--- src/rtl/mem_ctrl_pkg.sv ---
// Shared types and RV32I width codes for the data-memory access controller.
package mem_ctrl_pkg;

    typedef enum logic [1:0] {
        IDLE   = 2'd0,
        ACCESS = 2'd1,
        DONE   = 2'd2
    } state_t;

    localparam logic [2:0] F3_B  = 3'b000;
    localparam logic [2:0] F3_H  = 3'b001;
    localparam logic [2:0] F3_W  = 3'b010;
    localparam logic [2:0] F3_BU = 3'b100;
    localparam logic [2:0] F3_HU = 3'b101;

    // Access size is the low two funct3 bits.
    localparam logic [1:0] SZ_B = 2'b00;
    localparam logic [1:0] SZ_H = 2'b01;

    typedef struct packed {
        logic        req;
        logic        we;
        logic [3:0]  be;
        logic [31:0] addr;
        logic [31:0] wdata;
    } dm_req_t;

endpackage

--- src/rtl/dmem_lsu_align.sv ---
// Combinational lane logic: store byte enables and replication, load shift and extension,
// plus natural-alignment detection for the store-side (issue-time) address.
module dmem_lsu_align
    import mem_ctrl_pkg::*;
(
    input  logic [1:0]  st_size,
    input  logic [1:0]  st_off,
    input  logic [31:0] wdata,
    input  logic [2:0]  ld_funct3,
    input  logic [1:0]  ld_off,
    input  logic [31:0] rdata,
    output logic [3:0]  be,
    output logic [31:0] wdata_rep,
    output logic [31:0] rdata_ext,
    output logic        misaligned
);

    logic [1:0]  ld_eff_off;
    logic [31:0] ld_shifted;

    // Low offset bits below the access width are dropped (aligned down).
    always_comb begin
        be         = 4'b1111;
        wdata_rep  = wdata;
        misaligned = 1'b0;
        unique case (st_size)
            SZ_B: begin
                be        = 4'b0001 << st_off;
                wdata_rep = {4{wdata[7:0]}};
            end
            SZ_H: begin
                be         = 4'b0011 << {st_off[1], 1'b0};
                wdata_rep  = {2{wdata[15:0]}};
                misaligned = st_off[0];
            end
            default: begin
                be         = 4'b1111;
                misaligned = |st_off;
            end
        endcase
    end

    always_comb begin
        ld_eff_off = 2'b00;
        unique case (ld_funct3[1:0])
            SZ_B:    ld_eff_off = ld_off;
            SZ_H:    ld_eff_off = {ld_off[1], 1'b0};
            default: ld_eff_off = 2'b00;
        endcase
        ld_shifted = rdata >> {ld_eff_off, 3'b000};
        unique case (ld_funct3)
            F3_B:    rdata_ext = {{24{ld_shifted[7]}}, ld_shifted[7:0]};
            F3_H:    rdata_ext = {{16{ld_shifted[15]}}, ld_shifted[15:0]};
            F3_BU:   rdata_ext = {24'd0, ld_shifted[7:0]};
            F3_HU:   rdata_ext = {16'd0, ld_shifted[15:0]};
            default: rdata_ext = ld_shifted;
        endcase
    end

endmodule

--- src/rtl/dmem_access_ctrl.sv ---
// Data-memory access sequencer for the EXE/MEM op against a req/ack SRAM port.
// Optional feature: define MISALIGN_TRAP_EN to trap misaligned H/W accesses instead of aligning down.
module dmem_access_ctrl
    import mem_ctrl_pkg::*;
#(
    parameter int unsigned TIMEOUT_CYC = 16
) (
    input  logic        clk,
    input  logic        rst,
    input  logic        mem_valid_i,
    input  logic        mem_we_i,
    input  logic [2:0]  funct3_i,
    input  logic [31:0] addr_i,
    input  logic [31:0] wdata_i,
    output logic        dm_req_o,
    output logic        dm_we_o,
    output logic [3:0]  dm_be_o,
    output logic [31:0] dm_addr_o,
    output logic [31:0] dm_wdata_o,
    input  logic        dm_ack_i,
    input  logic [31:0] dm_rdata_i,
    output logic [31:0] rdata_o,
    output logic        rdata_valid_o,
    output logic        stall_o,
    output logic        bus_err_o,
    output logic        misalign_o
);

    localparam int unsigned TMR_W = $clog2(TIMEOUT_CYC + 1);
`ifdef MISALIGN_TRAP_EN
    localparam bit TRAP_EN = 1'b1;
`else
    localparam bit TRAP_EN = 1'b0;
`endif

    state_t           state_q, state_d;
    logic [TMR_W-1:0] timer_q, timer_d;
    dm_req_t          req_q, req_d;
    logic [31:0]      rdata_q, rdata_d;
    logic             rvalid_q, rvalid_d;
    logic             berr_q, berr_d;
    logic             mis_q, mis_d;
    logic [2:0]       ld_f3_q, ld_f3_d;
    logic [1:0]       ld_off_q, ld_off_d;

    logic [3:0]  be_c;
    logic [31:0] wdata_rep_c;
    logic [31:0] rdata_ext_c;
    logic        misaligned_c;

    // Load side uses the op latched at issue so extraction is independent of live inputs.
    dmem_lsu_align u_align (
        .st_size    (funct3_i[1:0]),
        .st_off     (addr_i[1:0]),
        .wdata      (wdata_i),
        .ld_funct3  (ld_f3_q),
        .ld_off     (ld_off_q),
        .rdata      (dm_rdata_i),
        .be         (be_c),
        .wdata_rep  (wdata_rep_c),
        .rdata_ext  (rdata_ext_c),
        .misaligned (misaligned_c)
    );

    always_ff @(posedge clk) begin
        if (rst) begin
            state_q  <= IDLE;
            timer_q  <= '0;
            req_q    <= '0;
            rdata_q  <= '0;
            rvalid_q <= 1'b0;
            berr_q   <= 1'b0;
            mis_q    <= 1'b0;
            ld_f3_q  <= '0;
            ld_off_q <= '0;
        end else begin
            state_q  <= state_d;
            timer_q  <= timer_d;
            req_q    <= req_d;
            rdata_q  <= rdata_d;
            rvalid_q <= rvalid_d;
            berr_q   <= berr_d;
            mis_q    <= mis_d;
            ld_f3_q  <= ld_f3_d;
            ld_off_q <= ld_off_d;
        end
    end

    always_comb begin
        state_d  = state_q;
        timer_d  = timer_q;
        req_d    = req_q;
        rdata_d  = rdata_q;
        rvalid_d = 1'b0;
        berr_d   = 1'b0;
        mis_d    = 1'b0;
        ld_f3_d  = ld_f3_q;
        ld_off_d = ld_off_q;
        stall_o  = 1'b0;
        unique case (state_q)
            IDLE: begin
                if (mem_valid_i) begin
                    stall_o = 1'b1;
                    if (TRAP_EN && misaligned_c) begin
                        state_d = DONE;
                        mis_d   = 1'b1;
                        rdata_d = '0;
                    end else begin
                        state_d       = ACCESS;
                        timer_d       = '0;
                        req_d.req     = 1'b1;
                        req_d.we      = mem_we_i;
                        req_d.be      = mem_we_i ? be_c : 4'b1111;
                        req_d.addr    = {addr_i[31:2], 2'b00};
                        req_d.wdata   = wdata_rep_c;
                        ld_f3_d       = funct3_i;
                        ld_off_d      = addr_i[1:0];
                    end
                end
            end
            ACCESS: begin
                stall_o = 1'b1;
                if (dm_ack_i) begin
                    state_d   = DONE;
                    req_d.req = 1'b0;
                    req_d.we  = 1'b0;
                    req_d.be  = '0;
                    if (!req_q.we) begin
                        rdata_d  = rdata_ext_c;
                        rvalid_d = 1'b1;
                    end
                end else if (timer_q == TMR_W'(TIMEOUT_CYC - 1)) begin
                    state_d   = DONE;
                    req_d.req = 1'b0;
                    req_d.we  = 1'b0;
                    req_d.be  = '0;
                    rdata_d   = '0;
                    berr_d    = 1'b1;
                end else begin
                    timer_d = TMR_W'(timer_q + 1'b1);
                end
            end
            DONE:    state_d = IDLE;
            default: state_d = IDLE;
        endcase
    end

    assign dm_req_o      = req_q.req;
    assign dm_we_o       = req_q.we;
    assign dm_be_o       = req_q.be;
    assign dm_addr_o     = req_q.addr;
    assign dm_wdata_o    = req_q.wdata;
    assign rdata_o       = rdata_q;
    assign rdata_valid_o = rvalid_q;
    assign bus_err_o     = berr_q;
    assign misalign_o    = mis_q;

endmodule
--- config.mk ---
export PLATFORM = sky130hd
export DESIGN_NAME = dmem_access_ctrl
export DESIGN_NICKNAME = d
export VERILOG_FILES = /design/src/rtl/mem_ctrl_pkg.sv /design/src/rtl/dmem_lsu_align.sv /design/src/rtl/dmem_access_ctrl.sv
export SDC_FILE = /design/constraint.sdc
export NUM_CORES = 1
export LEC_CHECK = 0
export BUFFER_PORTS_ARGS = -buffer_cell sky130_fd_sc_hd__buf_2
export CORE_ASPECT_RATIO = 2
export CORE_MARGIN = 3
export CORE_UTILIZATION = 32
export CTS_CLUSTER_SIZE = 14
export DETAILED_ROUTE_END_ITERATION = 6
export PLACE_DENSITY_LB_ADDON = 0.3
export SETUP_SLACK_MARGIN = 0.3
export SKIP_CTS_REPAIR_TIMING = 1
export SLEW_MARGIN = 20
export SYNTH_ARGS = -nofsm -noshare
export SYNTH_HDL_FRONTEND = slang
export SYNTH_SLANG_ARGS = --single-unit
--- constraint.sdc ---
create_clock -name clk -period 2.81 [get_ports clk]
set_input_delay 0.1405 -clock clk [delete_from_list [all_inputs] [get_ports clk]]
set_output_delay 0.1405 -clock clk [all_outputs]
set_load 0.01 [all_outputs]
## Word level (Yosys, flattened, before mapping)

Cells that the tools add are included.

| cells by class | value |
|---|---|
| reduce and logical (&&, ||, !) cells | 13 |
| add/subtract/negate cells | 1 |
| muxes and demuxes | 24 |
| bitwise gates (word level) | 2 |
| equal/unequal tests | 12 |
| shift operators | 3 |

Operator list:

| operator | number |
|---|---|
| one-hot mux 32 bit (4 select lines) | 1 |
| 2-to-1 mux 32 bit | 3 |
| 2-to-1 mux 70 bit | 1 |
| one-hot mux 32 bit (2 select lines) | 1 |
| right shift 32 x 5 -> 32 bit | 1 |
| 2-to-1 mux 5 bit | 3 |
| 2-to-1 mux 6 bit | 2 |
| one-hot mux 6 bit (2 select lines) | 1 |
| one-hot mux 5 bit (2 select lines) | 1 |
| != test 2 bit, second input constant | 4 |
| one-hot mux 2 bit (2 select lines) | 2 |
| one-hot mux 4 bit (2 select lines) | 1 |
| equality test 2 x 1 -> 1 bit, second input constant | 3 |
| equality test 3 bit, second input constant | 2 |
| zero test 2 bit | 3 |
| 2-to-1 mux 2 bit | 3 |
| AND reduction 3 bit | 2 |
| OR reduction 3 bit | 2 |
| adder 5 x 1 -> 5 bit, second input constant | 1 |
| equality test 5 x 4 -> 1 bit, second input constant | 1 |
| 2-to-1 mux 4 bit | 1 |
| AND reduction 2 bit | 2 |
| AND reduction 4 bit | 1 |
| nonzero test 2 bit | 2 |
| other kinds (8) | 11 |

| storage, ports and cells | value |
|---|---|
| input port bits | 104 |
| output and inout bits | 106 |
| register bits | 114 |

## Logic depth before layout (Yosys ltp)

| logic depth | value |
|---|---|
| word-level depth | 6 |
| gate-level depth with buffers | 8 |
| mapped depth without buffers | 8 |

## Hierarchy

From an unflattened synthesis, not the netlist that was laid out.

| unflattened totals | value |
|---|---|
| cells, all modules | 674 |
| area, all modules | 5,337.6 sq um |

Modules (own cells, without submodules):

| module | cells an instance | seq. area each (sq um) | area each (sq um) | times used |
|---|---|---|---|---|
| dmem_access_ctrl | 512 | 2,282.2 | 4,181.5 | 1 |
| dmem_lsu_align | 162 | 0.0 | 1,156.1 | 1 |

## Least setup slack after synthesis

OpenSTA, ideal clock, no wires.

| path | value |
|---|---|
| path type | reg-to-reg |
| from | register timer_q[0] |
| to | register timer_q[3] |
| stages on the path, launching flop included | 9 |
| arrival | 1.989 ns |
| setup slack | 0.743 ns |
| library setup time | 0.078 ns |
| path through | dfxtp_1 -> ha_1 -> and3_1 -> ha_1 -> or4b_2 -> nand2_1 -> nand4_1 -> xor2_1 -> nor3_1 |

| between the ends | value |
|---|---|
| longest elaborated chain between the ends | 4 |
| elaborated cells on any way between the ends | 7 |
| classes of those cells | 1 x add/sub; 2 x eq/ne; 3 x mux; 1 x reduce/logical |

RTL lines:

| what | line | source |
|---|---|---|
| from (decl) | dmem_access_ctrl.sv:37 | `logic [TMR_W-1:0] timer_q, timer_d;` |
| from (signal assigned) | dmem_access_ctrl.sv:78 | `timer_q <= timer_d;` |
| adder 5 x 1 -> 5 bit | dmem_access_ctrl.sv:140 | `timer_d = TMR_W'(timer_q + 1'b1);` |
| 2-to-1 mux 5 bit | dmem_access_ctrl.sv:132 | `end else if (timer_q == TMR_W'(TIMEOUT_CYC - 1)) begin` |
| 2-to-1 mux 5 bit | dmem_access_ctrl.sv:123 | `if (dm_ack_i) begin` |
| one-hot mux 5 bit (2 select lines) | dmem_access_ctrl.sv:100 | `unique case (state_q)` |

Parallel ways exist; a longest one is shown, timed or not. The select of a mux whose other input is x is not followed.
A chain may end at the register's enable or synchronous reset.

## Final worst setup path

Ends and elaborated chain as after synthesis.

==> impl_metrics.yaml <==
pwr:
  p_leak_nw: 3.21
  powerDensity_nw_per_um2: 696
  power.total_mw: 4.89
  max-vdd-ir-drop_mv: 0.413
sta:
  worst_pin_slew_ns: 0.922
  finClkSkew_ns: 0.00842
  fin_crit_sh_pct: 76.9
  fin_hold_ws_ns: -0.0123
  rsz0062_at_grt: "false"
  fin_crit_ns: 2.16
  finalSetupViolCount: 0
  hold_viol_final: 3
  maxSlewViolCount: 0
  fmax_ghz: 0.463
  fin_setup_tns_ns: 0
  slew_headroom_pct: 38.5
floorplanning:
  die_width_um: 93.3
  core_area_sq_um: 14900
  die_h_um: 181
  io_pins: 210
  num_rows: 63
  dieArea_sq_um: 16800
  start_util_pct: 32.7
worst_hold_path:
  hold_path_class: "in -> reg"
global_route:
  grt_pass1_vias: 4617
  track_usage_pct: 18.2
  grt_use_met3_pct: 4.97
  grt_overflow_total: 0
  busiest_layer: "met2"
  use_met1_pct: 19.2
  grt_max_degree: 84
  grt_pass1_wl_um: 24100
  gr-usage-met2_pct: 32.9
  antenna_found_initial: 2
layout:
  drive_gt1_share_pct: 33.4
  fill_cells: 1497
  stdcell_area_sq_um: 7020
  area_growth_pct: 44.1
  nets: 884
synth:
  yosys.area.top_type: "dfxtp_1"
  synth_seq_area_share_pct: 46.8
  async_flop_share_pct: 0
  synth-edff-count: 0
  syn_area_sq_um: 4870
  synth_area_leaders: "dfxtp_1, nand2_1, a21oi_1"
  synthMostInstantiatedCell: "nand2_1"
  synth_top_area_share_pct: 46.8
  synth_cell_type_count: 48
  ys_warn_count: 0
  synth_flop_cell: "dfxtp_1"
  postSynthCellCount: 558
  synth-seq-cells: 114
  synth.avg_cell_area_sq_um: 8.73
  synth_commonest_cells: "nand2_1, dfxtp_1, a21oi_1"
clocking:
  cts_tree: "done"
  htree_num_levels: 4
  ctsRootBufferMaster: "clkbuf_16"
  clock_latency_ns: 0.40
  cts_inserted_buffers: 17
  cts_num_sinks: 114
  clk_path_buf_depth: 2
  path_clk_slew_ns: 0.06
placement:
  place_area_sq_um: 6070
  gp_congestion: 0.773
  place_hpwl_um: 11500
  io_buffers: 206
job:
  maxCapViolations: 0
status:
  outcome: "finished with violations"
  failed_checks: "negative hold slack"
drt:
  wl_per_cell_um: 16.0
  drt_iter0_drc: 190
  drcViolationCount: 0
  viasPerCell: 4.86
  postRouteWirelength_um: 15800
  drt_first_pass_iters: 4
  ant_nets: 0
  vias: 4798
setup_path:
  crit_path_start_kind: "flop"
  end_kind: "flop"
  critPathRequiredTime_ns: 3.13
  crit_type: "reg -> reg"
  critPathMaxFanout: 4
  cp.arrival_ns: 2.48
[worst max-delay path: stages, from the launching register on]
cell and delay, ns:
dfxtp_1 0.33, ha_1 0.21, and3_1 0.18, ha_1 0.19, or4b_2 0.68, nand2_1 0.12
nand4_1 0.12, xor2_1 0.15, nor3_1 0.12
[final timing paths]
kind	start	to	slack, ns	depth (start not counted)
max	timer_q[0]	timer_q[3]	0.65	8
min	addr_i[8]	dm_addr_o[8]	-0.01	3
max reg2reg	timer_q[0]	timer_q[3]	0.65	8
min reg2reg	dm_addr_o[9]	dm_addr_o[9]	0.45	2
[cell type report]
| cell class | instances | area [sq um] | area share [%] |
|---|---|---|---|
| Clock buffer | 21 | 460 | 6.56 |
| Antenna cell | 2 | 5.00 | 0.0713 |
| Tap cell | 195 | 244 | 3.47 |
| Timing Repair Buffer | 245 | 1420 | 20.2 |
| Multi-Input combinational cell | 395 | 2390 | 34.0 |
| Clock inverter | 10 | 205 | 2.92 |
| Sequential cell | 114 | 2280 | 32.5 |
| Inverter | 5 | 18.8 | 0.267 |
[cells by family after synthesis]
family	count (synthesis)	share of synthesized area, %
XOR/XNOR	3	0.539
multiplexers	29	7.60
AND/OR/NAND/NOR	213	19.5
buffers and inverters	51	4.47
other	1	0.0770
AO/OA/AOI/OAI	145	20.4
flip-flops	114	46.8
adder cells (fa/ha/maj)	2	0.514
[stage by stage]
step / hold WS, ns / setup WS [ns] / util (%) / cells
after floorplan: 0.276 / 0.743 / - / 560
after global placement: 0.381 / 0.656 / 40.7 / 926
after detailed placement: 0.387 / 0.620 / 40.7 / 926
after CTS: -0.0466 / 0.633 / 45.2 / 957
after global routing: -0.00342 / 0.509 / 47.1 / 986
final: -0.0123 / 0.649 / 47.1 / 987
[power by group]
part	total, mW	internal, mW	switching, mW
registers	1.77	1.72	0.0558
clock network	2.44	1.70	0.737
logic	0.676	0.295	0.381
[state kept, by name (all words and copies together), names as in the netlist]
register and flops:
dm_addr_o 30, rdata_valid_o 1, ld_off_q 2, ld_f3_q 3, dm_wdata_o 32, dm_be_o 4, bus_err_o 1, timer_q 5
rdata_o 32, dm_req_o 1, dm_we_o 1, state_q 2
[layout by cell type (no fill, tap or decap), types with 2 or more instances in the layout]
cell,count
buf_4,9
a311oi_1,8
clkbuf_8,2
mux2i_1,22
mux4_2,6
and2_1,2
ha_1,2
clkinvlp_4,2
clkbuf_1,2
a21oi_1,57
nor3_1,8
dfxtp_1,114
xor2_1,3
a22oi_1,4
nor2b_2,2
dlygate4sd3_1,28
a211oi_1,17
a22o_1,7
conb_1,3
clkinv_2,2
diode_2,2
clkbuf_16,17
buf_12,2
a211o_1,7
a32o_1,16
inv_1,4
bufinv_16,6
nand2_1,125
o21ai_0,21
nand2b_1,23
nor2b_1,3
buf_2,206
nor2_1,39
[layer usage]
layer,share of wire [%],vias to the layer above
met4,3.0,2
li1,-,2388
met5,0.13,-
met1,37,2202
met2,54,181
met3,6.5,25
(Power assumes the default switching activity.)
